<file path="src/rtl/rr_bus_mux.sv">
// rtl/rr_bus_mux.sv - round-robin N-channel capture mux with a one-entry output register
//
// Purpose:
//   Picks one requesting channel per capture slot in round-robin order, registers
//   its data and index, and holds them until the sink accepts them. A new item
//   can be captured in the same cycle the held one is consumed (1 item/cycle).
//
// Optional feature (macro RR_BUS_MUX_LOCK_EN):
//   Adds input 'lock'. When lock=1 in a capture cycle, the captured channel keeps
//   top priority for the next slot instead of the pointer advancing past it.
//
// Ports:
//   clk        in   clock; all state updates on the rising edge
//   rst        in   synchronous active-high reset, highest priority
//   en         in   capture enable; low blocks new captures, never drops a held item
//   req        in   [NCH]        per-channel request
//   din        in   [NCH*WIDTH]  channel k data at [k*WIDTH +: WIDTH]
//   lock       in   hold priority on the captured channel (RR_BUS_MUX_LOCK_EN only)
//   gnt        out  [NCH]        one-hot pulse for the channel captured this cycle
//   dout       out  [WIDTH]      registered data of the captured channel
//   dout_idx   out  [SELW]       index of the channel held in dout
//   dout_valid out  dout/dout_idx hold an unconsumed item
//   dout_ready in   sink accepts dout this cycle when dout_valid is high

module rr_bus_mux #(
  parameter int WIDTH = 8,
  parameter int NCH   = 4,
  parameter int SELW  = $clog2(NCH)
) (
  input  logic                 clk,
  input  logic                 rst,
  input  logic                 en,
  input  logic [NCH-1:0]       req,
  input  logic [NCH*WIDTH-1:0] din,
`ifdef RR_BUS_MUX_LOCK_EN
  input  logic                 lock,
`endif
  output logic [NCH-1:0]       gnt,
  output logic [WIDTH-1:0]     dout,
  output logic [SELW-1:0]      dout_idx,
  output logic                 dout_valid,
  input  logic                 dout_ready
);

  typedef enum logic {
    S_IDLE = 1'b0,
    S_HOLD = 1'b1
  } state_t;

  // Scan positions run up to 2*NCH-2 before wrapping, so one extra bit is needed.
  localparam logic [SELW:0]   NCH_W  = (SELW+1)'(NCH);
  localparam logic [SELW-1:0] LAST_W = SELW'(NCH-1);

  state_t            r_state;
  logic [SELW-1:0]   r_ptr;
  logic [WIDTH-1:0]  r_dout;
  logic [SELW-1:0]   r_idx;

  logic              w_found;
  logic [SELW-1:0]   w_sel;
  logic [SELW:0]     w_scan;
  logic              w_slot_open;
  logic              w_cap;
  logic [SELW-1:0]   w_ptr_next;
  logic [WIDTH-1:0]  w_data;
  logic [NCH-1:0]    w_onehot;

  // Rotating priority scan: first set req bit starting at r_ptr, wrapping at NCH.
  always_comb begin
    w_found = 1'b0;
    w_sel   = '0;
    w_scan  = '0;
    for (int i = 0; i < NCH; i++) begin
      w_scan = {1'b0, r_ptr} + (SELW+1)'(i);
      if (w_scan >= NCH_W) begin
        w_scan = w_scan - NCH_W;
      end
      if (!w_found && req[w_scan[SELW-1:0]]) begin
        w_found = 1'b1;
        w_sel   = w_scan[SELW-1:0];
      end
    end
  end

  // Constant-index selection keeps the data mux free of variable part-selects.
  always_comb begin
    w_data   = '0;
    w_onehot = '0;
    for (int k = 0; k < NCH; k++) begin
      if (w_sel == SELW'(k)) begin
        w_data      = din[k*WIDTH +: WIDTH];
        w_onehot[k] = 1'b1;
      end
    end
  end

  // The output register is free when empty or being drained this cycle.
  assign w_slot_open = (r_state == S_IDLE) || dout_ready;
  // rst is folded in so gnt can never pulse during reset.
  assign w_cap       = !rst && en && w_found && w_slot_open;

  always_comb begin
    w_ptr_next = (w_sel == LAST_W) ? '0 : w_sel + SELW'(1);
`ifdef RR_BUS_MUX_LOCK_EN
    if (lock) begin
      w_ptr_next = w_sel;
    end
`endif
  end

  assign gnt = w_cap ? w_onehot : '0;

  always_ff @(posedge clk) begin
    if (rst) begin
      r_state <= S_IDLE;
      r_ptr   <= '0;
      r_dout  <= '0;
      r_idx   <= '0;
    end else begin
      case (r_state)
        S_IDLE: begin
          if (w_cap) begin
            r_state <= S_HOLD;
            r_dout  <= w_data;
            r_idx   <= w_sel;
            r_ptr   <= w_ptr_next;
          end
        end
        S_HOLD: begin
          if (w_cap) begin
            // Back-to-back: the held item leaves as the new one is loaded.
            r_dout <= w_data;
            r_idx  <= w_sel;
            r_ptr  <= w_ptr_next;
          end else if (dout_ready) begin
            // dout/dout_idx intentionally keep their last values when draining.
            r_state <= S_IDLE;
          end
        end
        default: begin
          r_state <= S_IDLE;
        end
      endcase
    end
  end

  assign dout       = r_dout;
  assign dout_idx   = r_idx;
  assign dout_valid = (r_state == S_HOLD);

  a_gnt_onehot0 : assert property (@(posedge clk) $onehot0(gnt));
  a_gnt_in_req  : assert property (@(posedge clk) (gnt & ~req) == '0);
  a_hold_stable : assert property (@(posedge clk) disable iff (rst)
                    (dout_valid && !dout_ready) |=> (dout_valid && $stable(dout) && $stable(dout_idx)));

endmodule

</file>
<file path="config.mk">
export PLATFORM = sky130hd
export DESIGN_NAME = rr_bus_mux
export DESIGN_NICKNAME = d
export VERILOG_FILES = /design/src/rtl/rr_bus_mux.sv
export SDC_FILE = /design/constraint.sdc
export NUM_CORES = 1
export LEC_CHECK = 0
export CORE_MARGIN = 8
export CORE_UTILIZATION = 40
export CTS_CLUSTER_SIZE = 14
export DETAILED_ROUTE_END_ITERATION = 12
export GPL_TIMING_DRIVEN = 0
export PLACE_DENSITY_LB_ADDON = 0.15
export SYNTH_ARGS = -nofsm -noshare
export SYNTH_HDL_FRONTEND = slang
export SYNTH_SLANG_ARGS = --single-unit
</file>
<file path="constraint.sdc">
create_clock -name clk -period 7.22 [get_ports clk]
set_clock_uncertainty 0.15 [all_clocks]
set_input_delay 0.722 -clock clk [delete_from_list [all_inputs] [get_ports clk]]
set_output_delay 0.722 -clock clk [all_outputs]
set_load 0.03 [all_outputs]
</file>
==> summary.md, run 1 <==
| Metric | Value |
|---|---|
| Slew @ Worst Pin | 0.557 ns |
| Top FF cell, synth | dfxtp_1 |
| GR Util met3 | 2.79% |
| Endpoint class of the critical path | primary output |
| Crit start category | input pin |
| Syn_nets | 160 |
| Post-CTS Setup Repair Bufs | 0 |
| Slew HR | about 63% |
| Initial Utilization | a little over two fifths |
| Clk buf depth | 2 |
| Fill cell count | 199 |
| Die width | between 60 and 70 µm |
| Synth warn | 0 |
| Max_cap viols | 0 |
| CP arrival | 3.65 ns |
| Via count | 1079 |
| Die Area | 4140 µm² |
| Vias in the first global route | 1105 |
| Initial DRC Count | 22 |
| Area growth from synthesis to layout | 64.5% |
| CTS-repair resized insts | 0 |
| Slowest CP cell | clkdlybuf4s50_1 |
| Nets | 219 |
| Crit Path Class | in2out |
| Routability congestion estimate | 0.801 |
| WP buf/inv | 4 |
| Layer with the highest usage | met2 |
| Overall Global Routing Usage | 13.1% |
| Routed WL | 2990 µm |
| PwrDens | 160 nW/µm² |
| Met2 GRT Util | 23.1% |
| Worst-Skew Late Latency | between 0.2 and 0.3 ns |
| Yosys top cell area share | 27.9% |
| Layout Cells excl Fill | 202 |
| Commonest cells in the synthesized netlist | a21oi_1, dfxtp_1, inv_1, nor2_1 |
| Cell mode on critical path | clkdlybuf4s50_1 |
| Mapped Area | between 900 and 1000 µm² |
| Dpl cells | 198 |
| Fin. max-slew vios | 0 |
| Required @ worst endpoint | ~6.4 ns |
| Pin count of the biggest net entering global routing | 11 |
| IO buf count | 54 |
| Via/cell ratio | 5.34 |
| Met1 Track Usage GR | roughly 15% |
| Critical path peak fanout | 10 |
| TritonCTS clock tree | yes |
| DRC violations left | 0 |
| Pre-antenna DRT Iters | 4 |
| Setup TNS | 0 ns |
| Crit-path leading delay family | buffers and inverters |
| I/O pins | 55 |
| Chip height | 64.3 µm |
| Period minus WS final | 4.52 ns |
| CTS clk-pin slew, worst paths | 0.08 ns |
| FP Rows | 17 |
| Leakage | 0.607 nW |
| H-tree depth | 1 |
| Syn Inst Count | 116 |
| Setup-failing EPs final | 0 |
| Total CTS buffers | 3 |
| Tcrit/Tclk final | 62.6% |
| Clock Tree Root | clkbuf_4 |
| EDFF count, synth | 0 |
| Leading post-synthesis cells by cell area | dfxtp_1, a221oi_1, a21oi_1, nor3_2, a211oi_1 |
| Leading area contributor after synthesis | dfxtp_1 |
| Status | finished, final reports clean |
| Highest ir drop seen on vdd | 0.0796 mV |
| Core ar. | 2210 µm² |
| Hpwl dp | 2480 µm |
| Clock sink count | 13 |
| Synthesis-stage register bit count | 13 |
| Unrepaired setup endpoints after global routing | false |
| Layout cells sized above 1 | around a tenth |
| Synth unique cells | 28 |
| Hold Path Class | reg2reg |
| Global route overflow | 0 |
| Register area share after synthesis | 27.9% |
| Fin. Hold Viols | 0 |
| Initial antenna violation count | 0 |
| Max frequency | 0.221 GHz |
| Synth async-reset ratio | 0% |
| CP cell instances | clkdlybuf4s50_1 > mux2i_1 > nor2_1 > nor3_1 > ha_1 > buf_1 > buf_2 > and3_1 > clkdlybuf4s50_1 |
| Slowest stage delay, CP | 0.68 ns |
| Post-route ant nets | 0 |
| Mapped Avg Cell Area | 8.05 µm² |
| First-pass GRT wire length | 4620 µm |
| Antenna cells | 0 |
| Hold Buf Count CTS | 0 |
| Drt wl/cell | about 15 µm |
## path summary, 6_finish.rpt
path / cells past startpoint / end / start / slack [ns]
setup / recovery: 9 / gnt[3] / req[0] / 2.70
hold / removal: 2 / dout_idx[1]$_SDFFE_PP0P_ / dout_idx[1]$_SDFFE_PP0P_ / 0.33
setup reg to reg: 10 / dout[4]$_SDFFE_PP0P_ / r_ptr[1]$_SDFFE_PP0P_ / 4.32
hold reg to reg: 2 / dout_idx[1]$_SDFFE_PP0P_ / dout_idx[1]$_SDFFE_PP0P_ / 0.33
## final cells by class
class | count | area, µm² | area share, %
buffer | 9 | 56.3 | 3.67
clock buffer | 4 | 26.3 | 1.71
inverter | 12 | 45.0 | 2.93
multi-input combinational | 82 | 572 | 37.2
sequential | 13 | 260 | 17.0
tap | 28 | 35.0 | 2.28
timing repair buffer | 54 | 541 | 35.2
## registers in the layout (all words and copies together), names as in the netlist
register and count:
r_ptr 2, dout 8, dout_idx 2, dout_valid 1
## layer usage
metal	wire [µm]	part of all wire, %	up-vias
met5	0	0	-
met4	22	0.74	0
met3	199	6.7	2
met2	1460	49	36
met1	1300	44	502
li1	-	-	539
## logic make-up after synthesis
group	Yosys count	share of synthesized area (%)
and+or+nand+nor	42	27.5
AOI/OAI and AO/OA	35	27.3
buffers and inverters	21	10.9
DFF	13	27.9
adders and majority gates	4	5.36
muxes	1	1.07
## worst min-delay path, cell delays in order, from the launching register on
cell     delay (ns)
dfxtp_1        0.32
nand3_1        0.06
o31ai_1        0.06
## layout by cell type (no fill, tap or decap), types with 2 or more instances in the layout
master / count
clkdlybuf4s50_1: 54
a21oi_1: 13
dfxtp_1: 13
nor2_1: 12
inv_1: 12
nand3b_1: 8
a221oi_1: 8
a211oi_1: 8
nor3_2: 6
nor3_1: 4
and3_1: 4
ha_1: 4
nand2_1: 3
buf_2: 3
buf_1: 3
clkbuf_4: 3
nand2b_1: 2
clkbuf_1: 2
## power by group
| part | switching, W | internal [W] | total (W) |
|---|---|---|---|
| Sequential | 0.00000442 | 0.0000789 | 0.0000834 |
| Clock | 0.0000228 | 0.0000214 | 0.0000441 |
| Combinational | 0.0000603 | 0.0000580 | 0.000118 |
| Total | 0.0000875 | 0.000158 | 0.000246 |
## through the flow
| step | worst slack (ns) | util [%] | area (µm²) | power [W] | hold WS, ns |
|---|---|---|---|---|---|
| after detailed placement | 2.75 | 68.2 | 1510 | 0.000203 | 0.321 |
| final | 2.70 | 69.4 | 1540 | 0.000246 | 0.332 |
| after CTS | 2.74 | 69.4 | 1540 | 0.000247 | 0.339 |
| after global routing | 2.59 | 69.4 | 1540 | 0.000259 | 0.359 |
| after floorplan | 4.10 | - | 933 | 0.000153 | 0.345 |
| after global placement | 2.83 | 68.2 | 1510 | 0.000200 | 0.311 |
(Power assumes the default switching activity.)
==> run 2: changes to the inputs <==
CORE_UTILIZATION = 37   (was 40)
clock period = 4.27 ns   (was 7.22 ns; I/O delays follow)
==> run 2 against run 1 <==
Clock power rose by 71%; sequential share of layout area barely moved; first-iteration DRC count rose to 2.5 times the previous value; flip-flop and latch count did not move; global-route usage rose by 1.3 points; core utilization fell by 6.2 points; via count fell by 0.83%; critical path type unchanged.
==> summary.md, run 2 (synthesis gave the netlist of run 1 again) <==
| Metric | Value |
|---|---|
| Status | finished, final reports clean |
| Fin. max-slew vios | 0 (unchanged) |
| Vias in the first global route | 1118 (+1.2%) |
| Commonest non-fill, non-tap cell in the layout | clkdlybuf4s50_1 |
| Worst Hold Depth | 2 (unchanged) |
| Slew @ Worst Pin | 0.593 ns (+0.0366 ns) |
| PwrDens | 271 nW/µm² (+69%) |
| Max_cap viols | 0 (unchanged) |
| Post-CTS Setup Repair Bufs | 0 (unchanged) |
| Via/cell ratio | 5.25 (-1.8%) |
| Register share of total power | 33.8% (about the same) |
| Chip height | 66.2 µm (+3.0%) |
| Core ar. | 2430 µm² (+10%) |
| Area growth from synthesis to layout | 64.7% |
| Final Instance Area | 1540 µm² (+0.16%) |
| Post-route ant nets | 0 (unchanged) |
| I/O pins | 55 (unchanged) |
| Pint | 0.000267 W (+69%) |
| Pin count of the biggest net entering global routing | 11 (unchanged) |
| Fin. Hold Viols | 0 (unchanged) |
| Layout cells sized above 1 | 9.77% (unchanged) |
| Nets | 219 (unchanged) |
| Endpoint class of the critical path | primary output |
| Hpwl dp | 2480 µm (-0.23%) |
| FP Rows | 18 (+1) |
| H-tree depth | 1 (unchanged) |
| Die width | 66.2 µm (+3.0%) |
| Tcrit/Tclk final | between 80% and 90% |
| Max FFs per register | 8 (unchanged) |
| Total CTS buffers | 3 (unchanged) |
| Setup-failing EPs final | 0 (unchanged) |
| Clock network power share | 18.1% (about the same) |
| Routed WL | 3100 µm (+3.9%) |
| Critical path peak fanout | 10 (unchanged) |
| Logic pwr share | 48.0% (about the same) |
| Pre-antenna DRT Iters | 4 (unchanged) |
| Hold Path Class | reg2reg |
| R2R Path Start | r_ptr[1]$_SDFFE_PP0P_ |
| Sw frac | 35.8% (+0.23 points) |
| Crit Path Class | in2out |
| Fill cell count | 235 (+18%) |
| Setup TNS | 0 ns (unchanged) |
| TritonCTS clock tree | yes |
| Psw | 0.000149 W (+71%) |
| Leakage | 0.607 nW (unchanged) |
| Crit start category | input pin |
| Clock sink count | 13 (unchanged) |
| IO buf count | 54 (unchanged) |
| Placed Area | 1510 µm² (+0.17%) |
| Drt wl/cell | 15.2 µm (+2.9%) |
| R2r endpoint | dout[4]$_SDFFE_PP0P_ |
| Worst-Skew Late Latency | 0.27 ns (about the same) |
| Routability congestion estimate | 0.811 (+1.2%) |
| Slowest CP cell | clkdlybuf4s50_1 |
| Clock Tree Root | clkbuf_4 |
| Reg2Reg Depth | 10 (unchanged) |
| Worst Hold Launch | dout_idx[1]$_SDFFE_PP0P_ |
| Cell mode on critical path | clkdlybuf4s50_1 |
| Overall Global Routing Usage | 14.5% (+1.3 points) |
| Clk buf depth | 2 (unchanged) |
| Initial antenna violation count | 0 (unchanged) |
| Hold Path End | dout_idx[1]$_SDFFE_PP0P_ |
| Total power | 0.000417 W (+70%) |
| CTS clk-pin slew, worst paths | 0.08 ns (about the same) |
| Reg2Reg Setup Slack | 1.42 ns (-2.90 ns) |
| Antenna cells | 0 (unchanged) |
| Period minus WS final | roughly 3.8 ns |
| Most frequent cells in the layout | clkdlybuf4s50_1, a21oi_1, dfxtp_1 |
| CTS-repair resized insts | 0 (unchanged) |
| Die Area | 4390 µm² (+6.1%) |
| Max frequency | 0.262 GHz |
| Via count | 1070 (-0.83%) |
| Hold Buf Count CTS | 0 (unchanged) |
| Slew HR | 60.4% (-2.2 points) |
| DRC violations left | 0 (unchanged) |
| Required @ worst endpoint | 3.69 ns (-2.66 ns) |
| CP cell instances | clkdlybuf4s50_1 > mux2i_1 > nor2_1 > nor3_1 > ha_1 > buf_1 > buf_2 > and3_1 > clkdlybuf4s50_1 |
| Slowest stage delay, CP | 0.67 ns (about the same) |
| Unrepaired setup endpoints after global routing | false |
| Initial DRC Count | 56 (+150%) |
| Highest ir drop seen on vdd | 0.173 mV (+120%) |
| Global route overflow | 0 (unchanged) |
| Initial Utilization | 38.4% (-3.8 points) |
| First-pass GRT wire length | 5110 µm (+10%) |
| CP arrival | 3.24 ns (-0.41 ns) |
-- run 2: how the worst max path moves through the flow --
stage	slack (ns)	cells after the start	startpoint	endpoint
after floorplan	1.72	7	r_ptr[1]$_SDFFE_PP0P_	gnt[3]
after global placement	0.45	9	req[0]	gnt[3]
after detailed placement	0.47	9	req[0]	gnt[3]
after CTS	0.44	9	req[0]	gnt[3]
after global routing	0.24	9	req[0]	gnt[3]
final	0.46	9	req[0]	gnt[3]
-- run 2: stage by stage --
step / setup slack [ns] / util, % / instances / hold WS, ns
global route: 0.236 / 63.2 / 204 / 0.367
CTS: 0.443 / 63.2 / 204 / 0.338
global placement: 0.455 / 62.1 / 200 / 0.309
finish: 0.456 / 63.2 / 204 / 0.335
detailed placement: 0.468 / 62.1 / 200 / 0.318
floorplan: 1.72 / - / 116 / 0.345
-- run 2: power by group through the flow --
stage	Clock, W	Sequential (W)	Combinational [W]
floorplan	0	0.000163	0.0000955
global placement	0	0.000143	0.000198
detailed placement	0	0.000143	0.000200
CTS	0.0000787	0.000141	0.000201
global route	0.0000845	0.000143	0.000219
finish	0.0000755	0.000141	0.000200
-- run 2: layout make-up --
type / count / area [µm²] / share of cell area (%)
multi-input combinational: 82 / 572 / 37.2
timing repair buffer: 54 / 541 / 35.2
sequential: 13 / 260 / 16.9
buffer: 9 / 56.3 / 3.66
inverter: 12 / 45.0 / 2.93
tap: 30 / 37.5 / 2.44
clock buffer: 4 / 26.3 / 1.71
-- run 2: worst max-delay path, delay by kind of cell --
kind / cells / cell delay [ns]
adders and majority gates: 1 / 0.23
buffers and inverters: 4 / 1.72
muxes: 1 / 0.16
and+or+nand+nor: 3 / 0.71
-- run 2: routing by layer --
metal	global-route usage [%]	wire, µm	vias up
li1	-	-	538
met1	17.3	1310	496
met2	23.9	1560	32
met3	4.07	198	4
met4	5.33	37	0
met5	0	0	-
==> edit 1: new RTL, flow settings as in run 2 <==
Reset style: asynchronous (`rst`), changed in one clocked block. Comments in the files are not updated.
--- a/src/rtl/rr_bus_mux.sv
+++ b/src/rtl/rr_bus_mux.sv
@@ -110,7 +110,7 @@
 
   assign gnt = w_cap ? w_onehot : '0;
 
-  always_ff @(posedge clk) begin
+  always_ff @(posedge clk or posedge rst) begin
     if (rst) begin
       r_state <= S_IDLE;
       r_ptr   <= '0;
Formal check against the unedited RTL: differs if rst is asserted again (counterexample within 4 cycles, from zero or initial values and one cycle with rst high); with rst held inactive, the same outputs for 10 cycles.
==> edit 1 against run 2 <==
  * Final area is 0.73% higher
  * Via count down 11%
  * Sequential cell count stayed put
  * First-iteration DRC count is 50% lower
  * Area after synthesis increased by 1.2%
  * Worst setup slack lost 0.13 ns
  * Die area is 0.92% higher
  * Critical path depth up 1
  * Routed wire length down 7.0%
Power is not compared: it rests on default switching activity, and its combinational part moved more than twofold at a synthesized area within 25%.
==> edit 1: results (changes against run 2) <==
* Reg-to-reg setup timing slack at 1.68 ns (+0.26 ns)
* Commonest cells post-synth: dfrtp_1 (13), inv_1 (12), nand2_1 (10), nor2_1 (10)
* Final #Nets at 206 (-5.9%)
* Post-DP Area at 0.001523 mm2 (+0.74%)
* Multi-input gates at 70 (-15%)
* Seq cells at 13 (unchanged)
* Status: finished clean
* Post-synthesis async set-or-reset flop share at 100.0% (+100 points)
* Syn nets at 147 (-8.1%)
* Mapped Area at 944.7 um2 (+1.2%)
* Syn Inst Count at 103 (-11%)
* Synth unique cells at 27 (-3.6%)
* Final wirelength at 2888 um (-7.0%)
* GRT met3 Usage at 3.859% (-0.21 points)
* Share of cells above drive strength 1 at 10.56% (+0.79 points)
* Met2 routed WL at 1492 um (-4.2%)
* Pre-CTS setup slack at 0.3123 ns (-0.1554 ns)
* Non-clk bufs at 62 (-1.6%)
* First-pass GRT wire length at 4802 um (-6.0%)
* Hold WC Path Type: in2async
* Final HPWL DP at 2358 um (-4.8%)
* Total power at 868.7 uW
* Layout fillers at 234 (-0.43%)
* Non-clock buffering overhead at 38.45% (-0.36 points)
* # placed instances at 187 (-6.5%)
* DRC violation total after the first TritonRoute iteration at 28 (-50%)
* Slew at the pin closest to its max-slew limit at 0.4850 ns (-0.1084 ns)
* M1 WL at 1218 um (-7.0%)
* Area of the multi-input gates at 519.2 um2 (-9.2%)
* Minimum clock period at 3.947 ns (+0.1327 ns)
* Met2 capacity usage during global routing at 23.76% (-0.12 points)
* Vias in the first global route at 1016 (-9.1%)
* Worst Hold Slack at 0.3453 ns (+0.01038 ns)
* Sequential area share after synthesis at 34.44% (+6.6 points)
* Sequential cell area at 325.3 um2 (+25%)
* Vias at 954 (-11%)
* Pin count of the biggest net entering global routing at 14 (+3)
* GRT Util Overall at 13.59% (-0.87 points)
## edit 1: worst paths after layout
path / cells after the start / startpoint / end
min in group clk: 1 / dout_idx[1] / dout_idx[1]
worst max register to register: 11 / r_ptr[0] / dout[6]
max in group asynchronous: 2 / rst / dout_idx[1]
worst min register to register: 1 / dout_idx[1] / dout_idx[1]
worst min-delay path: 2 / rst / dout_valid
worst max-delay path: 10 / req[3] / gnt[3]
## edit 1: worst max-delay path: stages
cell and delay, ns:
clkdlybuf4s50_1 0.57, and2b_1 0.22, nor3b_2 0.15, o22ai_1 0.19, inv_1 0.13, ha_1 0.15
clkbuf_1 0.29, clkbuf_1 0.38, and2_1 0.19, clkdlybuf4s50_1 0.67
## edit 1: cell families (layout without fill, tap and decap cells)
group,after synthesis,count (layout),share of synthesized area (%)
and+or+nand+nor,35,35,22.12
AOI/OAI and AO/OA,27,27,22.52
buffers and inverters,20,78,10.60
DFF,13,13,34.44
adders and majority gates,4,4,5.298
muxes,4,4,5.033
==> edit 2: new RTL, settings of run 2 <==
Without the edit above. Build with the macro `RR_BUS_MUX_LOCK_EN` defined.
--- a/src/rtl/rr_bus_mux.sv
+++ b/src/rtl/rr_bus_mux.sv
@@ -21,6 +21,8 @@
 //   dout_idx   out  [SELW]       index of the channel held in dout
 //   dout_valid out  dout/dout_idx hold an unconsumed item
 //   dout_ready in   sink accepts dout this cycle when dout_valid is high
+
+`define RR_BUS_MUX_LOCK_EN
 
 module rr_bus_mux #(
   parameter int WIDTH = 8,
Ports: changed (added lock); port bits go from 55 to 56. The function was not compared with the original's and may differ.
==> edit 2 against run 2 <==
  * Worst setup slack got worse by 0.088 ns
  * Area after synthesis fell by 0.80%
  * Total power down 1.8%
  * Clock power decreased by 0.7%
  * Sequential share of layout area shrank 0.055 points
  * Sequential cell count unchanged
  * Routed wire length fell by 2.6%
  * Core utilization rose by 0.21 points
  * Final area increased by 0.33%
  * Critical endpoint is now gnt[2]
==> edit 2: results (changes against run 2) <==
* Number of max-cap violations at 0 (unchanged)
* Slowest cell on crit path: clkdlybuf4s50_1
* GRT Util Overall at 14.37% (-0.093 points)
* First-pass GRT wire length at 5037 um (-1.4%)
* Initial antenna violation count at 0 (unchanged)
* Top area cells in the synthesized netlist: dfxtp_1 (28%), a21oi_1 (9.7%), a211oi_1 (6.5%)
* Worst R2R Start: r_ptr[1]
* Commonest cells post-synth: a21oi_1 (18), dfxtp_1 (13), nor2_1 (12)
* Hold path cells at 2 (unchanged)
* Final wirelength at 3024 um (-2.6%)
* Number of diodes at 0 (unchanged)
* Final HPWL DP at 2544 um (+2.7%)
* DRC violation total after the first TritonRoute iteration at 32 (-43%)
* RePlAce Congestion at 0.8311 (+2.5%)
* Sequential area share after synthesis at 28.11% (+0.23 points)
* Max FO, Critical Path at 10 (unchanged)
* TritonCTS Buffers at 3 (unchanged)
* Layout fillers at 230 (-2.1%)
* Hold wc startpoint: dout_valid
* Synth unique cells at 27 (-3.6%)
* Pre-CTS setup slack at 0.2786 ns (-0.1892 ns)
* Final non-filler cell total at 214 (+4.9%)
* Post-DP Area at 0.001514 mm2 (+0.17%)
* Hold WC Path Type: reg2reg
* Final #Nets at 230 (+5.0%)
* R2R Path End: dout[2]
* CTS max path bufs at 2 (unchanged)
* Vias in the first global route at 1086 (-2.9%)
* CP arrival at 3.32 ns (+0.08 ns)
* Hold EP: dout_valid
* Syn nets at 170 (+6.3%)
* CP peak stage delay at 0.67 ns (about the same)
* First drt pass iteration count at 4 (unchanged)
* Clock Latency Late Sink at 0.27 ns (about the same)
* Pin count of the biggest net entering global routing at 11 (unchanged)
* Status: finished clean
* Final Hold Viols at 0 (unchanged)
* Clock root cell: clkbuf_4
* Reg-to-reg setup timing slack at 1.63 ns (+0.21 ns)
* Pleak at 0.6140 nW (+1.1%)
* Mean Syn Cell Area at 7.407 um2 (-7.9%)
* Yosys Warn Count at 0 (unchanged)
* Relative max-transition margin at 71.38% (+11 points)
* Share of cells above drive strength 1 at 6.522% (-3.2 points)
* Cells on worst reg2reg path at 9 (-1)
* Post-synthesis async set-or-reset flop share at 0% (unchanged)
* Critical Path Source: req[0]
* Peak VDD IR at 195.3 uV (+13%)
* Worst-path clk slew at 0.08 ns (about the same)
* H-tree Lvls at 1 (unchanged)
* Max FFs per register at 8 (unchanged)
* Vias/cell at 5.098 (-2.8%)
* IO Port Bufs at 55 (+1.9%)
-- edit 2: area by class of cell --
| cell class | count | area (um2) | share of cell area [%] |
|---|---|---|---|
| inverter | 10 | 40.04 | 2.595 |
| clock buffer | 4 | 26.28 | 1.703 |
| multi-input combinational | 92 | 585.6 | 37.96 |
| tap | 30 | 37.54 | 2.433 |
| timing repair buffer | 55 | 550.5 | 35.69 |
| buffer | 10 | 42.54 | 2.758 |
| sequential | 13 | 260.3 | 16.87 |
-- edit 2: what timing repair did --
action / in CTS / in global routing
endpoints found under the setup margin: 0 / 2
hold buffers: 0 / 0
setup buffers: 0 / 0
resized for setup: 0 / 4
-- edit 2: power by group --
| part | switching, mW | internal, mW | total (mW) | leakage, nW |
|---|---|---|---|---|
| combinational | 0.100 | 0.0928 | 0.193 | 0.491 |
| sequential | 0.00779 | 0.133 | 0.141 | 0.108 |
| clock | 0.0389 | 0.0361 | 0.0750 | 0.0150 |
| total | 0.147 | 0.262 | 0.409 | 0.614 |
-- edit 2: metal layers --
layer / vias to the layer above / routed length (um) / global-route usage (%) / share of wire (%)
li1: 565 / - / - / -
met1: 478 / 1280 / 16.93 / 42
met3: 2 / 283 / 4.407 / 9.4
met5: - / 0 / 0 / 0
met4: 0 / 40 / 6.400 / 1.3
met2: 46 / 1420 / 23.39 / 47
-- edit 2: worst max-delay path by stage --
stage | end | slack, ns | depth (start not counted)
floorplan | gnt[3] | 1.59 | 8
global placement | gnt[2] | 0.33 | 10
detailed placement | gnt[3] | 0.28 | 10
CTS | gnt[2] | 0.25 | 10
global route | gnt[2] | 0.08 | 10
finish | gnt[2] | 0.37 | 10
-- edit 2: critical path, delay by kind of cell --
kind,cells,cell delay (ns)
AND/OR/NAND/NOR,1,0.17
AO/OA/AOI/OAI,3,0.74
adder cells (fa/ha/maj),1,0.14
buffers and inverters,5,1.85
-- edit 2: logic make-up (layout without fill, tap and decap cells) --
| logic type | Yosys count | count (layout) | share of synthesized area [%] |
|---|---|---|---|
| AO/OA/AOI/OAI | 55 | 55 | 39.59 |
| adder cells (fa/ha/maj) | 4 | 4 | 5.406 |
| buffers and inverters | 20 | 79 | 8.649 |
| flip-flops | 13 | 13 | 28.11 |
| multiplexers | 2 | 2 | 2.162 |
| AND/OR/NAND/NOR | 31 | 31 | 16.08 |
-- edit 2: through the flow --
step | power, mW | hold slack, ns
3_5_place_dp | 0.3360 | 0.3298
6_report | 0.4089 | 0.3450
3_3_place_gp | 0.3310 | 0.3073
4_1_cts | 0.4107 | 0.3460
2_1_floorplan | 0.2513 | 0.3459
5_1_grt | 0.4384 | 0.3916
